### config.mk
export PLATFORM = sky130hd
export DESIGN_NAME = multicycle_controller
export DESIGN_NICKNAME = d
export VERILOG_FILES = /design/src/rtl/multicycle_controller.sv
export SDC_FILE = /design/constraint.sdc
export NUM_CORES = 1
export LEC_CHECK = 0
export CAP_MARGIN = 25
export CORE_MARGIN = 4
export CORE_UTILIZATION = 32
export DETAILED_ROUTE_END_ITERATION = 10
export GPL_ROUTABILITY_DRIVEN = 0
export GPL_TIMING_DRIVEN = 1
export PLACE_DENSITY = 0.77
export REMOVE_ABC_BUFFERS = 1
export SLEW_MARGIN = 10
export SYNTH_ARGS = -nofsm -noshare
export SYNTH_HDL_FRONTEND = slang
export SYNTH_SLANG_ARGS = --single-unit
### constraint.sdc
create_clock -name clk -period 1.3 [get_ports clk]
set_input_delay 0.26 -clock clk [delete_from_list [all_inputs] [get_ports clk]]
set_output_delay 0.26 -clock clk [all_outputs]
set_load 0.03 [all_outputs]
### src/rtl/multicycle_controller.sv
// Multicycle RISC-V control unit: one FSM state per cycle, with control strobes
// and mux selects decoded from the current state and the instruction fields.
module multicycle_controller (
    input  logic       clk,
    input  logic       rst,
    input  logic [6:0] op,
    input  logic [2:0] funct3,
    input  logic [6:0] funct7,
    input  logic       zero,
    output logic       pc_write,
    output logic       adr_src,
    output logic       mem_write,
    output logic       ir_write,
    output logic       reg_write,
    output logic [1:0] result_src,
    output logic [1:0] alu_src_a,
    output logic [1:0] alu_src_b,
    output logic [2:0] alu_control,
    output logic [2:0] imm_src,
    output logic [3:0] state
);

    typedef enum logic [3:0] {
        S_FETCH     = 4'd0,
        S_DECODE    = 4'd1,
        S_MEM_ADR   = 4'd2,
        S_MEM_READ  = 4'd3,
        S_MEM_WB    = 4'd4,
        S_MEM_WRITE = 4'd5,
        S_EXEC_R    = 4'd6,
        S_EXEC_I    = 4'd7,
        S_ALU_WB    = 4'd8,
        S_BRANCH    = 4'd9,
        S_JAL       = 4'd10,
        S_JALR      = 4'd11,
        S_JALR_LINK = 4'd12,
        S_LUI       = 4'd13
    } state_t;

    localparam logic [6:0] OP_R    = 7'b0110011;
    localparam logic [6:0] OP_I    = 7'b0010011;
    localparam logic [6:0] OP_LW   = 7'b0000011;
    localparam logic [6:0] OP_S    = 7'b0100011;
    localparam logic [6:0] OP_B    = 7'b1100011;
    localparam logic [6:0] OP_JAL  = 7'b1101111;
    localparam logic [6:0] OP_JALR = 7'b1100111;
    localparam logic [6:0] OP_LUI  = 7'b0110111;

    localparam logic [2:0] ALU_ADD  = 3'b000;
    localparam logic [2:0] ALU_SUB  = 3'b001;
    localparam logic [2:0] ALU_AND  = 3'b010;
    localparam logic [2:0] ALU_OR   = 3'b011;
    localparam logic [2:0] ALU_SLT  = 3'b101;
    localparam logic [2:0] ALU_PASS = 3'b110;

    state_t r_state;
    state_t w_next;
    logic   w_pc_write;
    logic   w_mem_write;
    logic   w_ir_write;
    logic   w_reg_write;

    // State register; reset drops straight back to FETCH without a clock.
    always_ff @(posedge clk or posedge rst) begin
        if (rst) begin
            r_state <= S_FETCH;
        end else begin
            r_state <= w_next;
        end
    end

    // Next-state and per-state control decode.
    always_comb begin
        w_next      = S_FETCH;
        w_pc_write  = 1'b0;
        adr_src     = 1'b0;
        w_mem_write = 1'b0;
        w_ir_write  = 1'b0;
        w_reg_write = 1'b0;
        result_src  = 2'b00;
        alu_src_a   = 2'b00;
        alu_src_b   = 2'b00;
        alu_control = ALU_ADD;
        case (r_state)
            S_FETCH: begin
                w_ir_write = 1'b1;
                w_pc_write = 1'b1;
                alu_src_b  = 2'b10;
                result_src = 2'b10;
                w_next     = S_DECODE;
            end
            S_DECODE: begin
                alu_src_a = 2'b01;
                alu_src_b = 2'b01;
                case (op)
                    OP_LW, OP_S: w_next = S_MEM_ADR;
                    OP_R:        w_next = S_EXEC_R;
                    OP_I:        w_next = S_EXEC_I;
                    OP_B:        w_next = S_BRANCH;
                    OP_JAL:      w_next = S_JAL;
                    OP_JALR:     w_next = S_JALR;
                    OP_LUI:      w_next = S_LUI;
                    default:     w_next = S_FETCH;
                endcase
            end
            S_MEM_ADR: begin
                alu_src_a = 2'b10;
                alu_src_b = 2'b01;
                w_next    = (op == OP_LW) ? S_MEM_READ : S_MEM_WRITE;
            end
            S_MEM_READ: begin
                adr_src = 1'b1;
                w_next  = S_MEM_WB;
            end
            S_MEM_WB: begin
                result_src  = 2'b01;
                w_reg_write = 1'b1;
            end
            S_MEM_WRITE: begin
                adr_src     = 1'b1;
                w_mem_write = 1'b1;
            end
            S_EXEC_R: begin
                alu_src_a = 2'b10;
                w_next    = S_ALU_WB;
                case (funct3)
                    3'd0:    alu_control = (funct7 == 7'h20) ? ALU_SUB : ALU_ADD;
                    3'd6:    alu_control = ALU_OR;
                    3'd7:    alu_control = ALU_AND;
                    3'd2:    alu_control = ALU_SLT;
                    default: alu_control = ALU_ADD;
                endcase
            end
            S_EXEC_I: begin
                alu_src_a = 2'b10;
                alu_src_b = 2'b01;
                w_next    = S_ALU_WB;
                case (funct3)
                    3'd6:    alu_control = ALU_OR;
                    3'd7:    alu_control = ALU_AND;
                    3'd2:    alu_control = ALU_SLT;
                    default: alu_control = ALU_ADD;
                endcase
            end
            S_ALU_WB: begin
                w_reg_write = 1'b1;
            end
            S_BRANCH: begin
                alu_src_a   = 2'b10;
                alu_control = ALU_SUB;
                case (funct3)
                    3'd0:    w_pc_write = zero;
                    3'd1:    w_pc_write = ~zero;
                    default: w_pc_write = 1'b0;
                endcase
            end
            S_JAL: begin
                alu_src_a  = 2'b01;
                alu_src_b  = 2'b10;
                w_pc_write = 1'b1;
                w_next     = S_ALU_WB;
            end
            S_JALR: begin
                alu_src_a  = 2'b10;
                alu_src_b  = 2'b01;
                result_src = 2'b10;
                w_pc_write = 1'b1;
                w_next     = S_JALR_LINK;
            end
            S_JALR_LINK: begin
                alu_src_a   = 2'b01;
                alu_src_b   = 2'b10;
                result_src  = 2'b10;
                w_reg_write = 1'b1;
            end
            S_LUI: begin
                alu_src_b   = 2'b01;
                alu_control = ALU_PASS;
                w_next      = S_ALU_WB;
            end
            default: begin
                w_next = S_FETCH;
            end
        endcase
    end

    // Immediate format depends only on the opcode, whatever the state.
    always_comb begin
        case (op)
            OP_S:    imm_src = 3'b001;
            OP_B:    imm_src = 3'b010;
            OP_JAL:  imm_src = 3'b011;
            OP_LUI:  imm_src = 3'b100;
            default: imm_src = 3'b000;
        endcase
    end

    // State sits at FETCH during reset, so its strobes must be gated off explicitly.
    assign pc_write  = w_pc_write  & ~rst;
    assign ir_write  = w_ir_write  & ~rst;
    assign mem_write = w_mem_write & ~rst;
    assign reg_write = w_reg_write & ~rst;
    assign state     = r_state;

endmodule

# Yosys cells after proc, flatten, opt, wreduce, memory -nomap -nowiden

Index checks and enable logic that the tools add are counted.

Eq/ne operators: 26
Muxes and demuxes: 17
Bitwise gates (word level): 6
Reductions and logical operators: 12

Operators with widths:

| kind                                           | number |
|---|---|
| case mux 3 bit (4 select lines)                | 3 |
| == test 7 x 6 -> 1 bit (second input constant) | 4 |
| case mux 4 bit (7 select lines)                | 1 |
| == test 4 bit (second input constant)          | 6 |
| case mux 4 bit (6 select lines)                | 1 |
| == test 7 bit (second input constant)          | 3 |
| == test 4 x 3 -> 1 bit (second input constant) | 4 |
| OR reduction 3 bit                             | 5 |
| case mux 2 bit (2 select lines)                | 3 |
| OR reduction 5 bit                             | 2 |
| case mux 3 bit (3 select lines)                | 1 |
| == test 4 x 2 -> 1 bit (second input constant) | 2 |
| == test 7 x 2 -> 1 bit (second input constant) | 1 |
| == test 7 x 5 -> 1 bit (second input constant) | 1 |
| == test 3 bit (second input constant)          | 2 |
| two-way mux 1 bit                              | 5 |
| bitwise AND 1 bit                              | 4 |
| == test 4 x 1 -> 1 bit (second input constant) | 1 |
| logical NOT 4 bit                              | 1 |
| case mux 1 bit (2 select lines)                | 2 |
| OR reduction 2 bit                             | 2 |
| OR reduction 4 bit                             | 1 |
| == test 3 x 1 -> 1 bit (second input constant) | 1 |
| == test 3 x 2 -> 1 bit (second input constant) | 1 |
| other kinds (3)                                | 4 |

Flip-flop bits (word level): 4
Bits of input ports: 20
Logic and storage cells: 62

# Depth between registers and ports, before layout

Word-level depth: 4
Depth in mapped cells: 5
Gate-level depth less buffers: 4

# Worst setup path after synthesis

No wires, ideal clock.

Path type: reg-to-output
From: register r_state[2] (netlist: state[2])
To: output ir_write
Data arrival time: 1876 ps
Setup slack: -836 ps
Stages on the path, launching flop included: 4
Buffers on the path: 1
Cell sequence: dfrtp_1 -> buf_2 -> or2_1 -> nor4_1

Word-level cells in the longest chain between the ends: 3

RTL lines:

| item                   | RTL line | source |
|---|---|---|
| from (decl)            | 56       | `state_t r_state;` |
| from (signal assigned) | 68       | `r_state <= w_next;` |
| logical NOT 4 bit      | 84       | `case (r_state)` |
| two-way mux 1 bit      | 84       |  |
| bitwise AND 1 bit      | 200      | `assign ir_write = w_ir_write & ~rst;` |
| to (decl)              | 13       | `output logic ir_write,` |

No other way between the ends.

# Worst setup path after layout

From: register r_state[1] (netlist: state[1])
To: output result_src[1]

Word-level cells in the longest chain between the ends: 3
Elaborated cells between the ends (all ways): 6

RTL lines:

| item                                                      | RTL line | source |
|---|---|---|
| == test 4 bit / logical NOT 4 bit (equally long branches) | 84       |  |
| OR reduction 3 bit (no source line)                       | n/a      |  |
| case mux 2 bit (2 select lines) *                         | 84       |  |
| to (decl)                                                 | 15       | `output logic [1:0] result_src,` |

Mark *: on every way between the ends. The rest lies on a longest branch, timed or not.

==> qor.csv <==
metric,value,unit
outcome,"complete, but fails checks",
violations,setup timing,
peakVddDrop,0.739,mV
critPathMaxFanout,4,
crit_slowest_cell,dfrtp_1,
fin_nets,201,
clk_latency,0.23,ns
cts_sinks,4,
p_total,1.67,mW
tightest_slew,0.386,ns
crit_type,reg2out,
drt_iter0_drc,39,
firstDrtPassIters,4,
syn-cell-area,646,um2
grt_start_max_net_pins,10,
cts_max_level,1,
multi_input_area,723,um2
start_util,35.5,%
mostFrequentLayoutCell,buf_4,
worstSetupEndpointType,output port,
setup_viol,20,
worstSetupStartpointType,flip-flop,
die_h,52.9,um
routed-via-count,1234,
die_w,52.9,um
p_per_area,991,nW/um2
crit_top_cell,buf_4,
skew,0.00876,ns
final_cell_mix,"buf_4 (53), buf_6 (21), dlygate4sd2_1 (8)",
clk_pin_slew,0.04,ns
synth_top_area_share,15.5,%
ctsLongestPathBuffers,2,
crit_chain,buf_4 > buf_4 > o32ai_1 > buf_4,
register_area,104,um2
core-area,1820,um2
fillerInstances,56,
cts_tree,done,
arrival,1.62,ns
cp.required,1.04,ns
drv_slew,0,
grt_pass1_vias,1163,
setup_ws,-0.581,ns
grt_pass1_wl,5.09,mm
min_period_over_period,145,%
worstRegToRegCells,6,
rows,15,
wl,4.47,mm
synthTopCellsByArea,"dfrtp_1 (16%), nand2_1 (5.8%), a21oi_1 (5.4%)",
largest_reg_flops,4,
rsz0062_at_grt,yes,
final_antenna_net_count,0,
area_growth,162,%
diodes,0,
hp-class,in2reg,
wl_per_cell,21.9,um
synth_seq_cells,4,
synth_cell_types,39,
fin_cells,204,
track_usage,24.5,%
min_delay_path_depth,5,
slew_headroom,74.2,%
dieArea,2800,um2
max_freq,532,MHz
final-hold-violation-count,0,
io_pins,41,
overflow,0,
root_buffer,clkbuf_4,
synth.avg_cell_area,7.02,um2
drc,0,
io_buffers,40,
yosys.area.top_type,dfrtp_1,
fin_hold_ws,0.436,ns
final_layout_size_suffix_gt1_share,67.6,%
drv_cap,0,
viasPerCell,6.05,
cts_hold_buf,0,
ys_seq_area_share,15.5,%
synthCells,92,
antenna_found_initial,0,
slowest_delay,0.42,ns
dp_cells,185,
numCtsBuffers,3,
p_leak,0.759,nW
timing.final.crit_period,1.88,ns
yosys_warnings,0,
hpwlAfterDp,2.01,mm
## routing by layer
metal  part of all wire [%]  GRT usage [%]  vias up
met2                     48           50.0      105
met1                     37           23.6      585
met3                     10           4.51       31
met4                    5.5           8.94        0
met5                      0              0        -
li1                       -              -      513
## logic make-up after synthesis
group	share of synthesized area, %
simple gates	45.0
compound gates	24.0
buf+inv	6.98
xor+xnor	6.78
flops	15.5
mux	1.74
## cells in the mapped netlist
master and number:
nand4b_1 2, o211ai_1 2, a2bb2oi_1 1, buf_6 1, or3_1 3, nand3b_1 1
inv_1 3, buf_2 3, xnor2_1 2, o22ai_1 1, or2_2 2, o221ai_1 1
and3b_1 1, and2_1 1, nor2_1 5, a211oi_1 4, nand3_1 1, nand2b_1 5
nor4_1 4, o21ba_2 1, dfrtp_1 4, o21ai_2 1, and2b_1 1, nor3_2 1
clkbuf_1 2, nor2b_1 3, nor4b_1 1, and3_1 1, a22o_1 1, nor3_1 5
o32ai_1 1, nand2_1 10, or4_4 1, o21ai_0 3, mux2_2 1, a21oi_1 7
nor3b_1 1, or2_1 1, xor2_1 3
## stage by stage
stage / cell area [um2] / util (%) / worst slack (ns) / TNS (ns)
after global placement: 1250 / 68.5 / -0.513 / -5.81
after CTS: 1470 / 81.0 / -0.434 / -5.63
after floorplan: 612 / - / -0.785 / -8.59
after global routing: 1690 / 92.8 / -0.652 / -8.62
after detailed placement: 1250 / 68.5 / -0.579 / -6.14
final: 1690 / 92.8 / -0.581 / -7.75
## worst max-delay path, delay by kind of cell (launching register included)
| kind | cells | cell delay (ns) |
|---|---|---|
| buffers and inverters | 3 | 0.58 |
| AOI/OAI and AO/OA | 1 | 0.39 |
| DFF | 1 | 0.42 |
## power breakdown
part           switching, mW  internal (mW)
sequential            0.0371          0.148
combinational          0.687          0.648
clock                 0.0501          0.103
## repair_timing
| item | in CTS | in global routing |
|---|---|---|
| buffers inserted | 10 | 6 |
| pin swaps | 17 | 14 |
| cloned | 0 | 0 |
| gates resized for setup | 68 | 39 |
| endpoints found under the setup margin | 23 | 23 |
## worst paths after layout
kind,start,endpoint,slack [ns]
max in group asynchronous,rst,state[3],0.54
worst max register to register,state[2],state[3],-0.39
min in group asynchronous,rst,state[1],0.59
worst max-delay path,state[1],result_src[1],-0.58
worst min register to register,state[0],state[0],0.76
worst min-delay path,op[3],state[0],0.44
## cell type report
type | count | share of cell area [%]
clock buffer | 3 | 1.33
inverter | 3 | 0.667
multi-input combinational | 79 | 42.8
sequential | 4 | 6.15
tap | 25 | 1.85
timing repair buffer | 90 | 47.2
(Power assumes the default switching activity.)
